## config.mk

```make
export PLATFORM = sky130hd
export DESIGN_NAME = ghost_collision_ctrl
export DESIGN_NICKNAME = d
export VERILOG_FILES = /design/src/rtl/ghost_collision_ctrl_pkg.sv /design/src/rtl/ghost_collision_ctrl_btn_edge.sv /design/src/rtl/ghost_collision_ctrl.sv
export SDC_FILE = /design/constraint.sdc
export NUM_CORES = 1
export LEC_CHECK = 0
export ABC_CLOCK_PERIOD_IN_PS = 3500
export BUFFER_PORTS_ARGS = -buffer_cell sky130_fd_sc_hd__buf_2
export CORE_MARGIN = 3
export CORE_UTILIZATION = 36
export DETAILED_ROUTE_END_ITERATION = 8
export SETUP_SLACK_MARGIN = 0.3
export SYNTH_ARGS = -nofsm -noshare
export SYNTH_HDL_FRONTEND = slang
export SYNTH_SLANG_ARGS = --single-unit
```

## constraint.sdc

```tcl
create_clock -name clk -period 3.5 [get_ports clk]
set_input_delay 0.175 -clock clk [delete_from_list [all_inputs] [get_ports clk]]
set_output_delay 0.175 -clock clk [all_outputs]
set_load 0.1 [all_outputs]
```

## src/rtl/ghost_collision_ctrl_pkg.sv

```systemverilog
// Shared game definitions: state encoding, default tuning constants, collision helper.
// Pure declarations; no latency, no flow control.
package ghost_collision_ctrl_pkg;

    localparam int DEF_HIT_DIST   = 12;
    localparam int DEF_INVULN_CYC = 100000000;
    localparam int DEF_SPEED_STEP = 400;
    localparam int DEF_SCORE_MAX  = 9999;

    // Wide enough for the default invulnerability period and the blink bit.
    localparam int CNT_W = 32;

    typedef enum logic [1:0] {
        ST_IDLE = 2'd0,
        ST_PLAY = 2'd1,
        ST_HIT  = 2'd2,
        ST_OVER = 2'd3
    } game_state_t;

    function automatic logic [9:0] abs_diff(input logic [9:0] a, input logic [9:0] b);
        return (a >= b) ? (a - b) : (b - a);
    endfunction

endpackage

```

## src/rtl/ghost_collision_ctrl_btn_edge.sv

```systemverilog
// Button synchronizer plus rising-edge detector; pulse follows the pin by 2-3 cycles.
// A level already high when reset releases is never reported until it has been seen low.
module btn_edge (
    input  logic clk,
    input  logic reset,
    input  logic btn,
    output logic pulse
);

    logic       sync0;
    logic       sync1;
    logic       prev;
    logic       armed;
    logic [1:0] fill;

    always_ff @(posedge clk or posedge reset) begin
        if (reset) begin
            sync0 <= 1'b0;
            sync1 <= 1'b0;
            prev  <= 1'b0;
            armed <= 1'b0;
            fill  <= 2'b00;
        end else begin
            sync0 <= btn;
            sync1 <= sync0;
            prev  <= sync1;
            fill  <= {fill[0], 1'b1};
            // Arm only once sync1 holds a genuine low sample, not the reset value.
            if (fill[1] && !sync1)
                armed <= 1'b1;
        end
    end

    assign pulse = armed & sync1 & ~prev;

endmodule

```

## src/rtl/ghost_collision_ctrl.sv

```systemverilog
// Game control FSM: collisions, lives, score and ghost speed for the Yoshi game.
// State/lives react one edge after coll; speed_offset trails score by one cycle; no backpressure.
module ghost_collision_ctrl #(
    parameter int HIT_DIST   = ghost_collision_ctrl_pkg::DEF_HIT_DIST,
    parameter int INVULN_CYC = ghost_collision_ctrl_pkg::DEF_INVULN_CYC,
    parameter int SPEED_STEP = ghost_collision_ctrl_pkg::DEF_SPEED_STEP,
    parameter int SCORE_MAX  = ghost_collision_ctrl_pkg::DEF_SCORE_MAX
) (
    input  logic        clk,
    input  logic        reset,
    input  logic [9:0]  y_x,
    input  logic [9:0]  y_y,
    input  logic [9:0]  g_t_x,
    input  logic [9:0]  g_t_y,
    input  logic [9:0]  g_b_x,
    input  logic [9:0]  g_b_y,
    input  logic        score_inc,
    input  logic        start,
    output logic [25:0] speed_offset,
    output logic [13:0] score,
    output logic [1:0]  lives,
    output logic [1:0]  game_state,
    output logic        hit_flash
);

    import ghost_collision_ctrl_pkg::*;

    localparam logic [9:0]       HIT_D    = 10'(HIT_DIST);
    localparam logic [CNT_W-1:0] INV_LAST = CNT_W'(INVULN_CYC - 1);
    localparam logic [13:0]      SC_MAX   = 14'(SCORE_MAX);
    localparam logic [25:0]      STEP     = 26'(SPEED_STEP);

    game_state_t      state;
    game_state_t      state_n;
    logic [1:0]       lives_n;
    logic [13:0]      score_n;
    logic [CNT_W-1:0] cnt;
    logic [CNT_W-1:0] cnt_n;
    logic             flash_n;
    logic             clear_speed;
    logic             start_pulse;
    logic             coll_top;
    logic             coll_bot;
    logic             coll;

    btn_edge u_start (
        .clk   (clk),
        .reset (reset),
        .btn   (start),
        .pulse (start_pulse)
    );

    assign coll_top = (abs_diff(y_x, g_t_x) < HIT_D) && (abs_diff(y_y, g_t_y) < HIT_D);
    assign coll_bot = (abs_diff(y_x, g_b_x) < HIT_D) && (abs_diff(y_y, g_b_y) < HIT_D);
    assign coll     = coll_top | coll_bot;

    always_comb begin
        state_n     = state;
        lives_n     = lives;
        score_n     = score;
        cnt_n       = cnt;
        clear_speed = 1'b0;

        if ((state == ST_PLAY || state == ST_HIT) && score_inc && score < SC_MAX)
            score_n = score + 14'd1;

        case (state)
            ST_IDLE: begin
                if (start_pulse) begin
                    state_n     = ST_PLAY;
                    lives_n     = 2'd3;
                    score_n     = 14'd0;
                    clear_speed = 1'b1;
                end
            end
            ST_PLAY: begin
                if (coll) begin
                    if (lives > 2'd1) begin
                        lives_n = lives - 2'd1;
                        cnt_n   = '0;
                        state_n = ST_HIT;
                    end else begin
                        lives_n = 2'd0;
                        state_n = ST_OVER;
                    end
                end
            end
            ST_HIT: begin
                if (cnt == INV_LAST)
                    state_n = ST_PLAY;
                else
                    cnt_n = cnt + 1'b1;
            end
            ST_OVER: begin
                if (start_pulse)
                    state_n = ST_IDLE;
            end
            default: state_n = ST_IDLE;
        endcase

        flash_n = (state_n == ST_HIT) && cnt_n[22];
    end

    always_ff @(posedge clk or posedge reset) begin
        if (reset) begin
            state        <= ST_IDLE;
            lives        <= 2'd3;
            score        <= 14'd0;
            speed_offset <= 26'd0;
            cnt          <= '0;
            hit_flash    <= 1'b0;
        end else begin
            state        <= state_n;
            lives        <= lives_n;
            score        <= score_n;
            cnt          <= cnt_n;
            hit_flash    <= flash_n;
            speed_offset <= clear_speed ? 26'd0 : ({12'd0, score} * STEP);
        end
    end

    assign game_state = state;

endmodule

```

=== After elaboration in Yosys (flattened, before gate mapping) ===
Cells that the tools add are included.

* Input port bits: 64
* Register bits after elaboration: 80
* Output and inout bits: 45
* Word-level logic and storage cells: 84

* Reduce and logical (&&, ||, !) cells: 13
* Mux-type cells: 24
* Multiply operators: 1
* Equal/unequal tests: 9
* Order comparisons: 10
* $add $sub $neg: 11
* Bitwise operators: 4

{| class="wikitable"
|+ Operators with widths
! cell !! number
|-
| 2-to-1 mux 32 bit || 3
|-
| subtractor 10 bit || 8
|-
| case mux 32 bit (2 select lines) || 1
|-
| 2-to-1 mux 14 bit || 3
|-
| greater-or-equal comparator 10 bit || 4
|-
| < comparator 10 x 4 -> 1 bit, second input constant || 4
|-
| 2-to-1 mux 10 bit || 4
|-
| adder 32 x 1 -> 32 bit, second input constant || 1
|-
| == test 32 x 27 -> 1 bit, second input constant || 1
|-
| 2-to-1 mux 23 bit || 1
|-
| multiplier 14 x 5 -> 19 bit, second input constant || 1
|-
| adder 14 x 1 -> 14 bit, second input constant || 1
|-
| < comparator 14 bit, second input constant || 1
|-
| 2-to-1 mux 2 bit || 7
|-
| case mux 2 bit (4 select lines) || 1
|-
| == test 2 bit, second input constant || 3
|-
| logical AND 1 bit || 6
|-
| inequality test 2 bit, second input constant || 3
|-
| case mux 2 bit (2 select lines) || 1
|-
| AND reduction 4 bit || 1
|-
| nonzero test 2 bit || 2
|-
| 2-to-1 mux 1 bit || 3
|-
| AND reduction 3 bit || 1
|-
| bitwise AND 1 bit || 2
|-
| 9 further kinds || 9
|}

=== Longest topological paths before layout ===
* Depth after elaboration: 9
* Mapped depth: 17
* Mapped depth without buffers: 17

=== Hierarchy ===
A second synthesis with hierarchy kept.

* Cell total of the unflattened synthesis: 1011
* Area total of the unflattened synthesis: 8469.4 sq um

{| class="wikitable"
|+ By module, submodules not included
! module !! area an instance (sq um) !! times used !! cells an instance
|-
| ghost_collision_ctrl || 8293.0 || 1 || 999
|-
| btn_edge || 176.4 || 1 || 12
|}

=== Worst setup path before layout ===
Ideal clock, no wire load.

* Path type: reg2reg
* Start point: register score[3]
* End point: register speed_offset[21]
* Setup slack: -846 ps
* Required time: 3368 ps
* Library setup time: 132 ps
* Data arrival time: 4214 ps
* Stages on the path, launching flop included: 17
* Buffers on the path: 0
* Clock period less this slack: 4346 ps
* Cell sequence: dfrtp_1 > ha_1 > ha_1 > inv_1 > fa_1 > inv_1 > ha_1 > a21o_1 > a21o_1 > a21o_1 > a21oi_1 > o21ai_0 > or4_1 > o311a_1 > a31oi_1 > xor2_1 > nor2_1

* Longest elaborated chain between the ends: 2

{| class="wikitable"
|+ RTL lines
! item !! line !! text
|-
| start, declared || ghost_collision_ctrl.sv:20 || <nowiki>output logic [13:0] score,</nowiki>
|-
| start signal, assigned || ghost_collision_ctrl.sv:115 || <nowiki>score <= score_n;</nowiki>
|-
| multiplier 14 x 5 -> 19 bit || ghost_collision_ctrl.sv:118 || <nowiki>speed_offset <= clear_speed ? 26'd0 : ({12'd0, score} * STEP);</nowiki>
|-
| 2-to-1 mux 23 bit || ghost_collision_ctrl.sv:118 ||
|-
| end signal, assigned || ghost_collision_ctrl.sv:118 ||
|-
| end, declared || ghost_collision_ctrl.sv:19 || <nowiki>output logic [25:0] speed_offset,</nowiki>
|}

No other way between the ends.
A chain may end at the register's enable or synchronous reset.

=== Final worst setup path ===
Same ends and word-level chain as after synthesis.

==> key figures <==
Placement
  – GPL Wtd Cong: 0.868
  – Port bufs: 101
  – Post-DP HPWL: 18.3 mm

Synth
  – Avg Cell Area, Syn: 8.21 um^2
  – Register area share after synthesis: 0.221
  – Ys flop type: dfrtp_1
  – Library cells used by synthesis: 82
  – Synth Instances: 1048
  – Yosys warns: 0
  – EDFF count, synth: 0
  – Mapped Area: 8600 um^2
  – Yosys reg bits: 76
  – Fraction of registers with async set/reset: 1.00

Floorplan
  – Die area: 25800 um^2
  – FP Rows: 55
  – Die height: 161 um
  – Initial core utilization: 0.373
  – I/O Pins: 109
  – Core area: 23100 um^2
  – Die X: 161 um

Route
  – Routed len/inst: 15.0 um
  – Antenna Nets Post-Route: 0
  – Via count: 8339
  – TritonRoute pass-1 iters: 5
  – DRC: 0
  – Drt total wl: 24.0 mm
  – Initial DRC Count: 424
  – Average vias per placed instance: 5.21

Clock network
  – Clk sinks: 76
  – Clock root buffer master: clkbuf_16
  – Clock tree buffer depth: 2
  – Clk slew on worst S/H paths: 60 ps
  – Worst skew pair latency: 340 ps
  – H-tree levels: 3
  – TritonCTS clock tree: built
  – CTS Buf Count: 9

Worst setup path
  – Worst Path Arrival: 3760 ps
  – Critical path type: flop to flop
  – Critical path endpoint category: flop
  – Reg2reg end: speed_offset[21]
  – Crit-path leading delay family: adder cells
  – CP Cell Sequence: ha_4, ha_4, inv_2, fa_1, inv_2, ha_4, a21o_1, a21o_1, a21o_1, a21oi_2, o21ai_2, or4_1, o311a_1, a31oi_1, xor2_1, nor2_1
  – CP required: 3700 ps
  – R2R Path Start: score[3]
  – Critical path buffer and inverter count: 2
  – CP max-delay cell: fa_1
  – Slowest stage delay, CP: 480 ps
  – Critical Path Start Type: flop
  – Worst r2r path cells: 16
  – Worst R2R Setup Slack: -60 ps
  – CP Max Fanout: 3

Finish
  – Fillers: 2155
  – Register area: 1920 um^2
  – Antenna diode count: 0
  – Synth-to-layout area growth: 39.9%
  – Final core utilization: 0.522
  – Most frequent cells in the layout: buf_4 (134), inv_1 (128), ha_1 (108)
  – Layout Nets: 1487
  – Share of cells above drive strength 1: 0.324
  – Commonest non-fill, non-tap cell in the layout: buf_4
  – Multi-input logic area: 6910 um^2

GRT
  – Global Route met1 Usage: 0.239
  – Antenna violations before repair: 0
  – Number of global-route vias before repair: 8136
  – First-pass GRT wire length: 39.4 mm
  – Overflow after GRT: 0
  – GR Util met2: 0.315
  – Total track usage: 0.181
  – Busiest grt layer: met2
  – Met3 Resource Use GR: 0.0183
  – Largest net degree at the start of global routing: 56

Pwr
  – Pwr/cell area: 391 nW/um^2
  – Switch Pwr: 2.09 mW
  – Sw Ratio: 0.445
  – Comb pwr share: 0.599
  – Final total power: 4.70 mW
  – Worst VDD drop: 387 uV
  – Power share of the clock group: 0.188
  – P_leak: 5.95 nW
  – Cell Int Power: 2.61 mW
  – Sequential Power Share: 0.213

Timing
  – Setup Viol. Count Final: 2
  – Fin crit share: 1.02
  – RSZ-0062 raised after global routing: yes
  – Max Fclk: 0.281 GHz
  – Fin crit period: 3560 ps
  – Max Clock Skew: 7.84 ps
  – Hold Violations, Final: 0
  – Final WS setup: -56.5 ps
  – Fin. max-slew vios: 0
  – Hold slack: 33.4 ps
  – Setup TNS: -62.9 ps
  – Max_slew headroom: 0.339
  – Slew of the pin with the lowest slew margin: 990 ps

Outcome
  – Status: finished with violations
  – Failing checks: setup timing

Min path
  – Hold Path Class: input pin to asynchronous set/reset pin

Run
  – MaxCap Viol Count: 0
-- Yosys cell counts, drive strengths merged (5+ instances only) --
cell type | n | share of area
inv | 138 | 0.060
ha | 132 | 0.19
nor2 | 94 | 0.041
dfrtp | 74 | 0.22
nand2 | 61 | 0.027
o21ai | 49 | 0.029
a21oi | 37 | 0.022
clkbuf | 32 | 0.014
xnor2 | 32 | 0.033
o31ai | 26 | 0.023
nor2b | 24 | 0.017
nor3 | 23 | 0.014
nand3 | 22 | 0.013
a21o | 21 | 0.018
o31a | 18 | 0.018
xor2 | 18 | 0.018
buf | 17 | 0.014
a31oi | 16 | 0.012
and3 | 15 | 0.011
o21a | 14 | 0.012
a31o | 13 | 0.013
or3 | 11 | 0.0080
fa | 9 | 0.021
nand4 | 9 | 0.0065
o211ai | 9 | 0.0079
mux2i | 8 | 0.0093
a211oi | 7 | 0.0061
nand4b | 7 | 0.0071
a221oi | 6 | 0.0061
and2 | 6 | 0.0044
nand2b | 6 | 0.0044
nand3b | 6 | 0.0052
nor4 | 6 | 0.0044
or2 | 6 | 0.0044
nor4b | 5 | 0.0051
-- layer usage --
metal / wire length [um] / vias to the layer above / share of wire
li1: - / 4175 / -
met1: 11000 / 3976 / 0.46
met2: 11700 / 158 / 0.49
met3: 849 / 30 / 0.035
met4: 393 / 0 / 0.016
met5: 0 / - / 0
-- cell families (layout without fill, tap and decap cells) --
kind of cell / count (synthesis) / after routing / synth area share
adder cells (fa/ha/maj): 141 / 141 / 0.213
flip-flops: 76 / 76 / 0.221
other: 2 / 8 / 0.000873
AND/OR/NAND/NOR: 313 / 313 / 0.185
XOR/XNOR: 50 / 50 / 0.0509
AO/OA/AOI/OAI: 269 / 269 / 0.229
buffers and inverters: 187 / 420 / 0.0882
multiplexers: 10 / 10 / 0.0119
-- worst max path at each step --
stage	end	from	depth (start not counted)
floorplan	speed_offset[21]	score[2]	15
global placement	cnt[3]	y_y[2]	15
detailed placement	cnt[24]	y_y[2]	15
CTS	speed_offset[21]	score[3]	16
global route	speed_offset[21]	score[3]	16
finish	speed_offset[21]	score[3]	16
-- sequential cells by signal (all words and copies together) (netlist names) --
| signal | cells |
|---|---|
| cnt | 32 |
| speed_offset | 19 |
| score | 14 |
| game_state | 2 |
| lives | 2 |
| u_start.fill | 2 |
| hit_flash | 1 |
| u_start.armed | 1 |
| u_start.prev | 1 |
| u_start.sync0 | 1 |
| u_start.sync1 | 1 |
-- layout make-up --
cell class	count	share of cell area
timing repair buffer	266	0.167
tap	313	0.0326
inverter	138	0.0443
multi-input combinational	791	0.574
sequential	76	0.159
clock inverter	1	0.000624
clock buffer	15	0.0223
-- stage by stage --
stage / std cells / instance area (um^2) / setup slack [ps]
4_1_cts: 1587 / 11500 / -103
5_1_grt: 1600 / 12000 / -271
2_1_floorplan: 1054 / 9030 / -259
3_5_place_dp: 1551 / 10600 / -221
3_3_place_gp: 1551 / 10600 / -143
6_report: 1600 / 12000 / -56.5
-- power by group through the flow --
stage,registers [mW],logic (mW),clock network (mW)
after global placement,1.01,2.14,0
after floorplan,1.49,1.09,0
final,1.00,2.82,0.884
after detailed placement,1.01,2.16,0
after global routing,1.01,3.01,0.948
after CTS,1.00,2.57,0.903
-- repair_timing --
item | CTS | global route
setup endpoints to repair | 38 | 44
endpoints found under the hold margin | 1 | 0
resized for setup | 75 | 70
hold buffers | 1 | 0
pin swaps | 35 | 45
buffers inserted | 16 | 13
gates cloned | 3 | 0
Power figures use the tool's default switching activity.
